[src/rtl/mdu_pkg.sv]
// Shared types and constants for the RV32M iterative multiply/divide unit.
package mdu_pkg;

    localparam int XLEN = 32;

    // RV32M funct3 encodings
    typedef enum logic [2:0] {
        OP_MUL    = 3'b000,
        OP_MULH   = 3'b001,
        OP_MULHSU = 3'b010,
        OP_MULHU  = 3'b011,
        OP_DIV    = 3'b100,
        OP_DIVU   = 3'b101,
        OP_REM    = 3'b110,
        OP_REMU   = 3'b111
    } mdu_op_e;

    typedef enum logic [2:0] {
        IDLE,
        PREP,
        CALC,
        FIX,
        DONE
    } mdu_state_e;

    localparam logic [XLEN-1:0] DIV0_QUOT = 32'hFFFF_FFFF;
    localparam logic [XLEN-1:0] INT_MIN   = 32'h8000_0000;

    // Magnitude of v when it is to be treated as signed; INT_MIN maps to 2^31 as unsigned.
    function automatic logic [XLEN-1:0] abs_if(input logic [XLEN-1:0] v, input logic is_signed);
        return (is_signed && v[XLEN-1]) ? (~v + 1'b1) : v;
    endfunction

endpackage

[src/rtl/mdu_iterative.sv]
// RV32M multiply/divide unit: one radix-2 engine shared by shift-add multiply
// and restoring divide, sequenced by a five-state FSM with start/done handshake.
module mdu_iterative #(
    parameter int XLEN   = 32,
    parameter int REG_AW = 5
) (
    input  logic              clk,
    input  logic              rst_n,
    input  logic              start,
    input  logic [2:0]        funct3,
    input  logic [XLEN-1:0]   op_a,
    input  logic [XLEN-1:0]   op_b,
    input  logic [REG_AW-1:0] rd_in,
    input  logic              kill,
    output logic              busy,
    output logic              done,
    output logic              we_out,
    output logic [REG_AW-1:0] rd_out,
    output logic [XLEN-1:0]   result
);
    import mdu_pkg::*;

    mdu_state_e          state_reg, state_next;
    mdu_op_e             op_reg;
    logic [XLEN-1:0]     a_reg, b_reg;      // raw operands until PREP, then b_reg holds |b|
    logic [2*XLEN-1:0]   acc_reg;           // {hi,lo} product or {rem,quot}
    logic [4:0]          cnt_reg;
    logic                neg_reg;           // negate the selected result word in FIX
    logic [XLEN-1:0]     result_reg;
    logic [REG_AW-1:0]   rd_reg;

    logic                is_div, is_rem, a_signed, b_signed;
    logic                div_zero, div_ovf, special;
    logic [XLEN-1:0]     special_value;
    logic                sign_a, sign_b;

    // Operation decode and special divide detection (meaningful in PREP, while operands are raw)
    always_comb begin
        is_div        = op_reg[2];
        is_rem        = op_reg[2] & op_reg[1];
        a_signed      = (op_reg == OP_MULH) || (op_reg == OP_MULHSU) ||
                        (op_reg == OP_DIV)  || (op_reg == OP_REM);
        b_signed      = (op_reg == OP_MULH) || (op_reg == OP_DIV) || (op_reg == OP_REM);
        sign_a        = a_signed & a_reg[XLEN-1];
        sign_b        = b_signed & b_reg[XLEN-1];
        div_zero      = is_div && (b_reg == '0);
        div_ovf       = is_div && a_signed && (a_reg == INT_MIN) && (b_reg == '1);
        special       = div_zero || div_ovf;
        special_value = '0;
        if (div_zero)
            special_value = is_rem ? a_reg : DIV0_QUOT;
        else if (div_ovf)
            special_value = is_rem ? '0 : INT_MIN;
    end

    logic [XLEN:0]       add_sum;
    logic [2*XLEN-1:0]   shl;
    logic                trial_ge;
    logic [XLEN-1:0]     trial_diff;
    logic [2*XLEN-1:0]   acc_step;

    // One step of the shared engine: add-then-shift-right for multiply, shift-left-then-trial-subtract for divide
    always_comb begin
        add_sum    = {1'b0, acc_reg[2*XLEN-1:XLEN]} + (acc_reg[0] ? {1'b0, b_reg} : {(XLEN+1){1'b0}});
        shl        = {acc_reg[2*XLEN-2:0], 1'b0};
        // bit shifted out of the remainder is the 33rd bit of the trial dividend
        trial_ge   = acc_reg[2*XLEN-1] || (shl[2*XLEN-1:XLEN] >= b_reg);
        trial_diff = shl[2*XLEN-1:XLEN] - b_reg;
        if (is_div)
            acc_step = trial_ge ? {trial_diff, shl[XLEN-1:1], 1'b1} : shl;
        else
            acc_step = {add_sum, acc_reg[XLEN-1:1]};
    end

    logic [2*XLEN-1:0]   prod_signed;
    logic [XLEN-1:0]     div_word;
    logic [XLEN-1:0]     fix_value;

    // Sign correction and word selection applied in FIX
    always_comb begin
        prod_signed = neg_reg ? (~acc_reg + 1'b1) : acc_reg;
        div_word    = is_rem ? acc_reg[2*XLEN-1:XLEN] : acc_reg[XLEN-1:0];
        if (is_div)
            fix_value = neg_reg ? (~div_word + 1'b1) : div_word;
        else if (op_reg == OP_MUL)
            fix_value = prod_signed[XLEN-1:0];
        else
            fix_value = prod_signed[2*XLEN-1:XLEN];
    end

    // State register
    always_ff @(posedge clk or negedge rst_n) begin
        if (!rst_n)
            state_reg <= IDLE;
        else
            state_reg <= state_next;
    end

    // Next-state logic; kill aborts any working state but never a finished one
    always_comb begin
        state_next = state_reg;
        case (state_reg)
            IDLE: if (start && !kill) state_next = PREP;
            PREP: state_next = kill ? IDLE : (special ? DONE : CALC);
            CALC: if (kill) state_next = IDLE;
                  else if (cnt_reg == '0) state_next = FIX;
            FIX:  state_next = kill ? IDLE : DONE;
            DONE: state_next = IDLE;
            default: state_next = IDLE;
        endcase
    end

    // Datapath registers; result only changes on a completed (non-killed) operation
    always_ff @(posedge clk or negedge rst_n) begin
        if (!rst_n) begin
            op_reg     <= OP_MUL;
            a_reg      <= '0;
            b_reg      <= '0;
            acc_reg    <= '0;
            cnt_reg    <= '0;
            neg_reg    <= 1'b0;
            result_reg <= '0;
            rd_reg     <= '0;
        end else begin
            case (state_reg)
                IDLE: begin
                    if (start && !kill) begin
                        op_reg <= mdu_op_e'(funct3);
                        a_reg  <= op_a;
                        b_reg  <= op_b;
                        rd_reg <= rd_in;
                    end
                end
                PREP: begin
                    if (!kill) begin
                        if (special) begin
                            result_reg <= special_value;
                        end else begin
                            acc_reg <= {{XLEN{1'b0}}, abs_if(a_reg, a_signed)};
                            b_reg   <= abs_if(b_reg, b_signed);
                            neg_reg <= is_rem ? sign_a : (sign_a ^ sign_b);
                            cnt_reg <= 5'd31;
                        end
                    end
                end
                CALC: begin
                    if (!kill) begin
                        acc_reg <= acc_step;
                        cnt_reg <= cnt_reg - 5'd1;
                    end
                end
                FIX: begin
                    if (!kill)
                        result_reg <= fix_value;
                end
                default: ;
            endcase
        end
    end

    assign busy   = (state_reg == PREP) || (state_reg == CALC) || (state_reg == FIX);
    assign done   = (state_reg == DONE);
    assign we_out = done && (rd_reg != '0);
    assign rd_out = rd_reg;
    assign result = result_reg;

endmodule

[config.mk]
export PLATFORM = sky130hd
export DESIGN_NAME = mdu_iterative
export DESIGN_NICKNAME = d
export VERILOG_FILES = /design/src/rtl/mdu_pkg.sv /design/src/rtl/mdu_iterative.sv
export SDC_FILE = /design/constraint.sdc
export NUM_CORES = 1
export LEC_CHECK = 0
export ABC_AREA = 1
export ABC_CLOCK_PERIOD_IN_PS = 2900
export BUFFER_PORTS_ARGS = -buffer_cell sky130_fd_sc_hd__buf_4
export CORE_ASPECT_RATIO = 0.8
export CORE_MARGIN = 3
export CORE_UTILIZATION = 45
export DETAILED_ROUTE_END_ITERATION = 8
export SYNTH_ARGS = -nofsm -noshare
export SYNTH_HDL_FRONTEND = slang
export SYNTH_SLANG_ARGS = --single-unit
[constraint.sdc]
create_clock -name clk -period 2.9 [get_ports clk]
set_clock_uncertainty 0.2 [all_clocks]
set_input_delay 0.145 -clock clk [delete_from_list [all_inputs] [get_ports clk]]
set_output_delay 0.145 -clock clk [all_outputs]
set_load 0.005 [all_outputs]
# Word-level counts from Yosys, hierarchy flattened
# Cells that the tools add are included.
[op_classes]
reduce_logical = 32
addsub = 7
bitwise = 10
eq_ne = 18
magnitude_cmp = 1
n_mux = 38
[ops]
columns = ["cell", "n"]
rows = [
  ["32-bit two-way mux", 17],
  ["64-bit two-way mux", 6],
  ["32-bit one-hot mux with 2 select lines", 2],
  ["64-bit one-hot mux with 2 select lines", 1],
  ["32-bit by 1-bit adder with 32-bit output (second input constant)", 3],
  ["32-bit inverter", 3],
  ["64-bit by 1-bit adder with 64-bit output (second input constant)", 1],
  ["32-bit equality test (second input constant)", 2],
  ["64-bit inverter", 1],
  ["32-bit by 32-bit adder with 33-bit output", 1],
  ["32-bit >= comparator", 1],
  ["32-bit logical NOT", 1],
  ["32-bit subtractor", 1],
  ["3-bit two-way mux", 6],
  ["5-bit two-way mux", 3],
  ["2-bit != test (second input constant)", 7],
  ["3-bit one-hot mux with 4 select lines", 1],
  ["5-bit one-hot mux with 2 select lines", 1],
  ["3-bit by 2-bit equality test with 1-bit output (second input constant)", 3],
  ["3-bit equality test (second input constant)", 3],
  ["1-bit logical OR", 9],
  ["1-bit logical AND", 8],
  ["4-bit AND reduction", 2],
  ["3-bit by 1-bit equality test with 1-bit output (second input constant)", 2],
  ["other kinds (14)", 21],
]
[word_totals]
register_bits = 177

# Depth between registers and ports, before layout
[logic_depth]
ltp_word = 12
ltp_mapped = 20

# Worst setup path before layout
# OpenSTA, ideal clock, no wires.
[synth_timing]
path_type = "flip-flop to flip-flop"
startpoint = "register acc_reg[0]"
endpoint = "register acc_reg[59]"
path_stages_with_launch = 20
synth_period_minus_slack_ns = 2.930
t_arrival_ns = 2.614
setup_time_ns = 0.116
setup_slack_ns = -0.030
path_cell_list = "dfrtp_1 -> clkbuf_1 -> clkbuf_1 -> nand2_1 -> inv_1 -> ha_1 -> inv_1 -> fa_1 -> o21ai_0 -> nand2_1 -> nand2_1 -> nand2_1 -> nand2_1 -> nand3_1 -> nand3_1 -> nand2_1 -> nor2_1 -> nor2_1 -> nand2_1 -> nand2_1"
[synth_via]
elab_chain_len = 5
[synth_rtl]
columns = ["item", "line", "source"]
rows = [
  ["from (decl)", "mdu_iterative.sv:26", "logic [2*XLEN-1:0] acc_reg;"],
  ["from (signal assigned)", "mdu_iterative.sv:139", "acc_reg <= {{XLEN{1'b0}}, abs_if(a_reg, a_signed)};"],
  ["from (signal assigned)", "mdu_iterative.sv:148", "acc_reg <= acc_step;"],
  ["32-bit two-way mux", "mdu_iterative.sv:64", "add_sum = {1'b0, acc_reg[2*XLEN-1:XLEN]} + (acc_reg[0] ? {1'b0, b_reg} : {(XLEN+1){1'b0}});"],
  ["32-bit by 32-bit adder with 33-bit output", "mdu_iterative.sv:64", ""],
  ["64-bit two-way mux", "mdu_iterative.sv:69", "if (is_div)"],
  ["64-bit two-way mux", "mdu_iterative.sv:147", "if (!kill) begin"],
  ["64-bit one-hot mux with 2 select lines", "mdu_iterative.sv:125", "case (state_reg)"],
]
# Every way passes these cells. The select of a mux whose other input is x is not followed.
# A chain may end at the register's enable or synchronous reset.

# Worst setup path in the final report
[layout_timing]
startpoint = "register op_reg[2]"
endpoint = "register acc_reg[26]"
[layout_via]
elab_chain_len = 10
word_cells_on_any_way = 21
[layout_rtl]
columns = ["item", "line", "source"]
rows = [
  ["from (decl)", "mdu_iterative.sv:24", "mdu_op_e op_reg;"],
  ["from (signal assigned)", "mdu_iterative.sv:128", "op_reg <= mdu_op_e'(funct3);"],
  ["3-bit by 1-bit equality test with 1-bit output / 3-bit by 2-bit equality test with 1-bit output (equally long branches)", "mdu_iterative.sv:41", "a_signed = (op_reg == OP_MULH) || (op_reg == OP_MULHSU) ||"],
  ["1-bit logical OR (2 in series)", "mdu_iterative.sv:41", ""],
  ["1-bit logical OR", "mdu_iterative.sv:42", "(op_reg == OP_DIV) || (op_reg == OP_REM);"],
  ["1-bit logical AND (3 in series)", "mdu_iterative.sv:47", "div_ovf = is_div && a_signed && (a_reg == INT_MIN) && (b_reg == '1);"],
  ["1-bit logical OR", "mdu_iterative.sv:48", "special = div_zero || div_ovf;"],
  ["2-bit != test (no line)", "n/a", ""],
  ["4-bit AND reduction (no line)", "n/a", ""],
]
# Several ways; a longest one is shown, not always the timed one. The select of a mux whose other input is x is not followed.

==> impl_metrics.ini <==
[worst_setup_path]
reg2reg_to = acc_reg[26]
crit_arrival_ns = 3.01
required_ns = 3.08
endpoint_kind = flip-flop
worst-r2r-setup-slack_ns = 0.07
worst-path-max-fanout = 25
path_class = flip-flop to flip-flop
start_kind = flip-flop
reg2reg_from = op_reg[2]
reg2reg_depth = 12

[sta]
period_share_pct = 97.6
maxSlewViolCount = 0
setup_viol = 0
slew_headroom_pct = 49.8
hold_violations = 1
layout_min_cycle_time_ns = 2.83
fmax_mhz = 353
whs_ns = -0.00426
worstMarginPinSlew_ns = 0.753
rsz0062_at_grt = true

[placement]
gp_congestion = 1.08
dp_hpwl_um = 76600
dp.cells = 4159
port_buffers = 115
placed_area_sq_mm = 0.0226

[synth]
ys_types = 58
synth_edf_count = 0
synth.top_cells.by_area = dfrtp_1 23%, nand2_1 21%, nand3_1 8.6%
ys_seq_area_share_pct = 22.5
ys_async_sr_fraction_pct = 100
syn-num-nets = 3519
syn_avg_cell_area_sq_um = 5.83
synth_top_area_share_pct = 22.5
netlist_area_sq_mm = 0.0197
ys_ff_latch = 177
yosys_warnings = 0
synthCells = 3370
synth_ff_type = dfrtp_1
synth_top_cell_by_area = dfrtp_1

[clock_tree]
clk_pin_slew_ns = 0.08
clock-sinks = 177
numCtsBuffers = 17
clk_latency_ns = 0.49
cts_root_buf = clkbuf_16
cts_tree = built
cts.path.max_buffers = 2
htree_levels = 4

[final_layout]
diodes = 0
drive_gt1_share_pct = 17.0
final_util_pct = 57.8
stdcell_area_sq_mm = 0.0246
largest_reg_flops = 64
instances_no_fill = 4284
fin_nets = 3868
synthToLayoutAreaGrowth_pct = 25.0

[floorplanning]
die_w_um = 240
dieHeight_um = 193
coreArea_sq_mm = 0.0425
rows = 67
io_pins = 116
initial_utilization_pct = 46.3
dieArea_sq_mm = 0.0463

[power_and_ir_drop]
vdd_drop_max_mv = 0.668
leakagePower_nw = 12.5
powerDensity_mw_per_mm2 = 1330

[global_routing]
grt_max_degree = 76
grt_overflow = 0
grt_use_total_pct = 41.1
grt_pass1_vias = 22907
antenna_found_initial = 1
grt_pass1_wl_um = 142000

[routing]
vias_per_cell = 5.92
routed.top_layer = met5
routedWlPerCell_um = 22.5
drc = 0
num_vias = 25356
wl_met3_um = 14500
postRouteAntennaNets = 0
first_pass_iters = 6
wl_met1_um = 42600
drt-initial-drc-count = 3535
wl_met2_um = 36900
drt_wl_total_um = 96300

[status]
status = finished, violations left
violations = negative hold slack

[run]
drv_cap = 0

[min_path]
hp-class = input pin to async pin
==> power breakdown <==
part	internal (mW)	switching [mW]	total, mW
logic	8.42	16.6	25.0
registers	3.57	1.54	5.11
clock network	1.17	1.28	2.45
total	13.2	19.4	32.6
==> worst max path at each step <==
| stage | startpoint | slack, ns | end |
|---|---|---|---|
| global placement | acc_reg[0] | -0.52 | acc_reg[50] |
| CTS | acc_reg[0] | -0.06 | acc_reg[50] |
| floorplan | acc_reg[0] | 0.08 | acc_reg[59] |
| global route | acc_reg[0] | -0.09 | acc_reg[59] |
| finish | op_reg[2] | 0.07 | acc_reg[26] |
| detailed placement | acc_reg[0] | -0.40 | acc_reg[50] |
==> stage by stage <==
step	power, mW	setup WS, ns	setup TNS, ns
floorplan	18.9	0.0800	0
global placement	27.9	-0.524	-2.82
detailed placement	28.1	-0.397	-9.33
CTS	30.7	-0.0551	-0.0551
global route	34.7	-0.0864	-0.289
finish	32.6	0.0685	0
==> cell usage in the layout (no fill, tap or decap), types with 29 or more instances in the layout <==
cell and count:
nand2_1 1058, buf_4 364, nor2_1 363, inv_1 337, nand3_1 327, o21ai_0 189
a21oi_1 164, dfrtp_1 162, o21ai_1 99, dlygate4sd3_1 75, nand4_1 66, ha_1 59
xor2_1 44, nor3_1 36, nor2_2 32, nand3b_1 29
==> kinds of logic (layout without fill, tap and decap cells) <==
kind of cell	count (synthesis)	after routing	synth area share (%)
xor gates and xnor gates	52	52	2.32
adders and majority gates	73	73	4.72
muxes	21	21	1.12
buffers and inverters	490	851	10.3
DFF	177	177	22.5
AOI/OAI and AO/OA	548	548	15.1
and+or+nand+nor	2009	2010	43.9
==> Yosys cell counts, types with 6 or more instances <==
library cell  count
a31oi_1           8
nor2_1          386
nand3b_1         29
nand2_1        1083
o211ai_1          9
buf_1             7
mux2_2            8
ha_1             71
xor2_1           44
buf_4            11
nor4_1            7
nor3_2            6
buf_2            36
xnor2_1           8
nand4_1          66
o21a_1            7
mux2i_1          13
buf_6            11
nand3_1         336
clkbuf_1         59
o21bai_1          8
nand2_2           7
a21oi_1         186
dfrtp_1         177
o21ai_0         203
nor2_2           10
or2_2             8
nor3_1           40
nor2_4            7
inv_2            19
nand3_2           8
o21ai_2          19
inv_1           340
o21ai_1          86
==> layout make-up <==
type,instances,area (sq um)
Timing Repair Buffer,456,3820
Sequential cell,177,4450
Multi-Input combinational cell,2704,13700
Clock buffer,19,443
Fill cell,4166,17900
Tap cell,552,691
Clock inverter,13,140
Inverter,363,1370
==> layer usage <==
layer  GRT usage (%)  vias up
li1                -    11692
met1            61.3    11812
met2            55.7     1672
met3            15.4      178
met4            8.55        2
met5               0        -
==> worst max-delay path, cell delays in order, from the launching register on <==
cell     delay (ns)
dfrtp_4        0.58
buf_12         0.20
nor2_4         0.12
o21ai_1        0.07
nand2_1        0.09
nand2_1        0.10
inv_2          0.34
nand2_1        0.22
nand2_1        0.14
xor2_1         0.38
o21ai_0        0.14
nand2_1        0.08
nand2_1        0.05
==> timing repair <==
item                                    CTS  global route
endpoints found under the setup margin  105           106
gates resized for setup                  11           131
endpoints found under the hold margin   134             0
pin swaps                                 2            12
cloned                                    0             2
setup buffers                             2            14
hold buffers                             75             0
(Power assumes the default switching activity.)
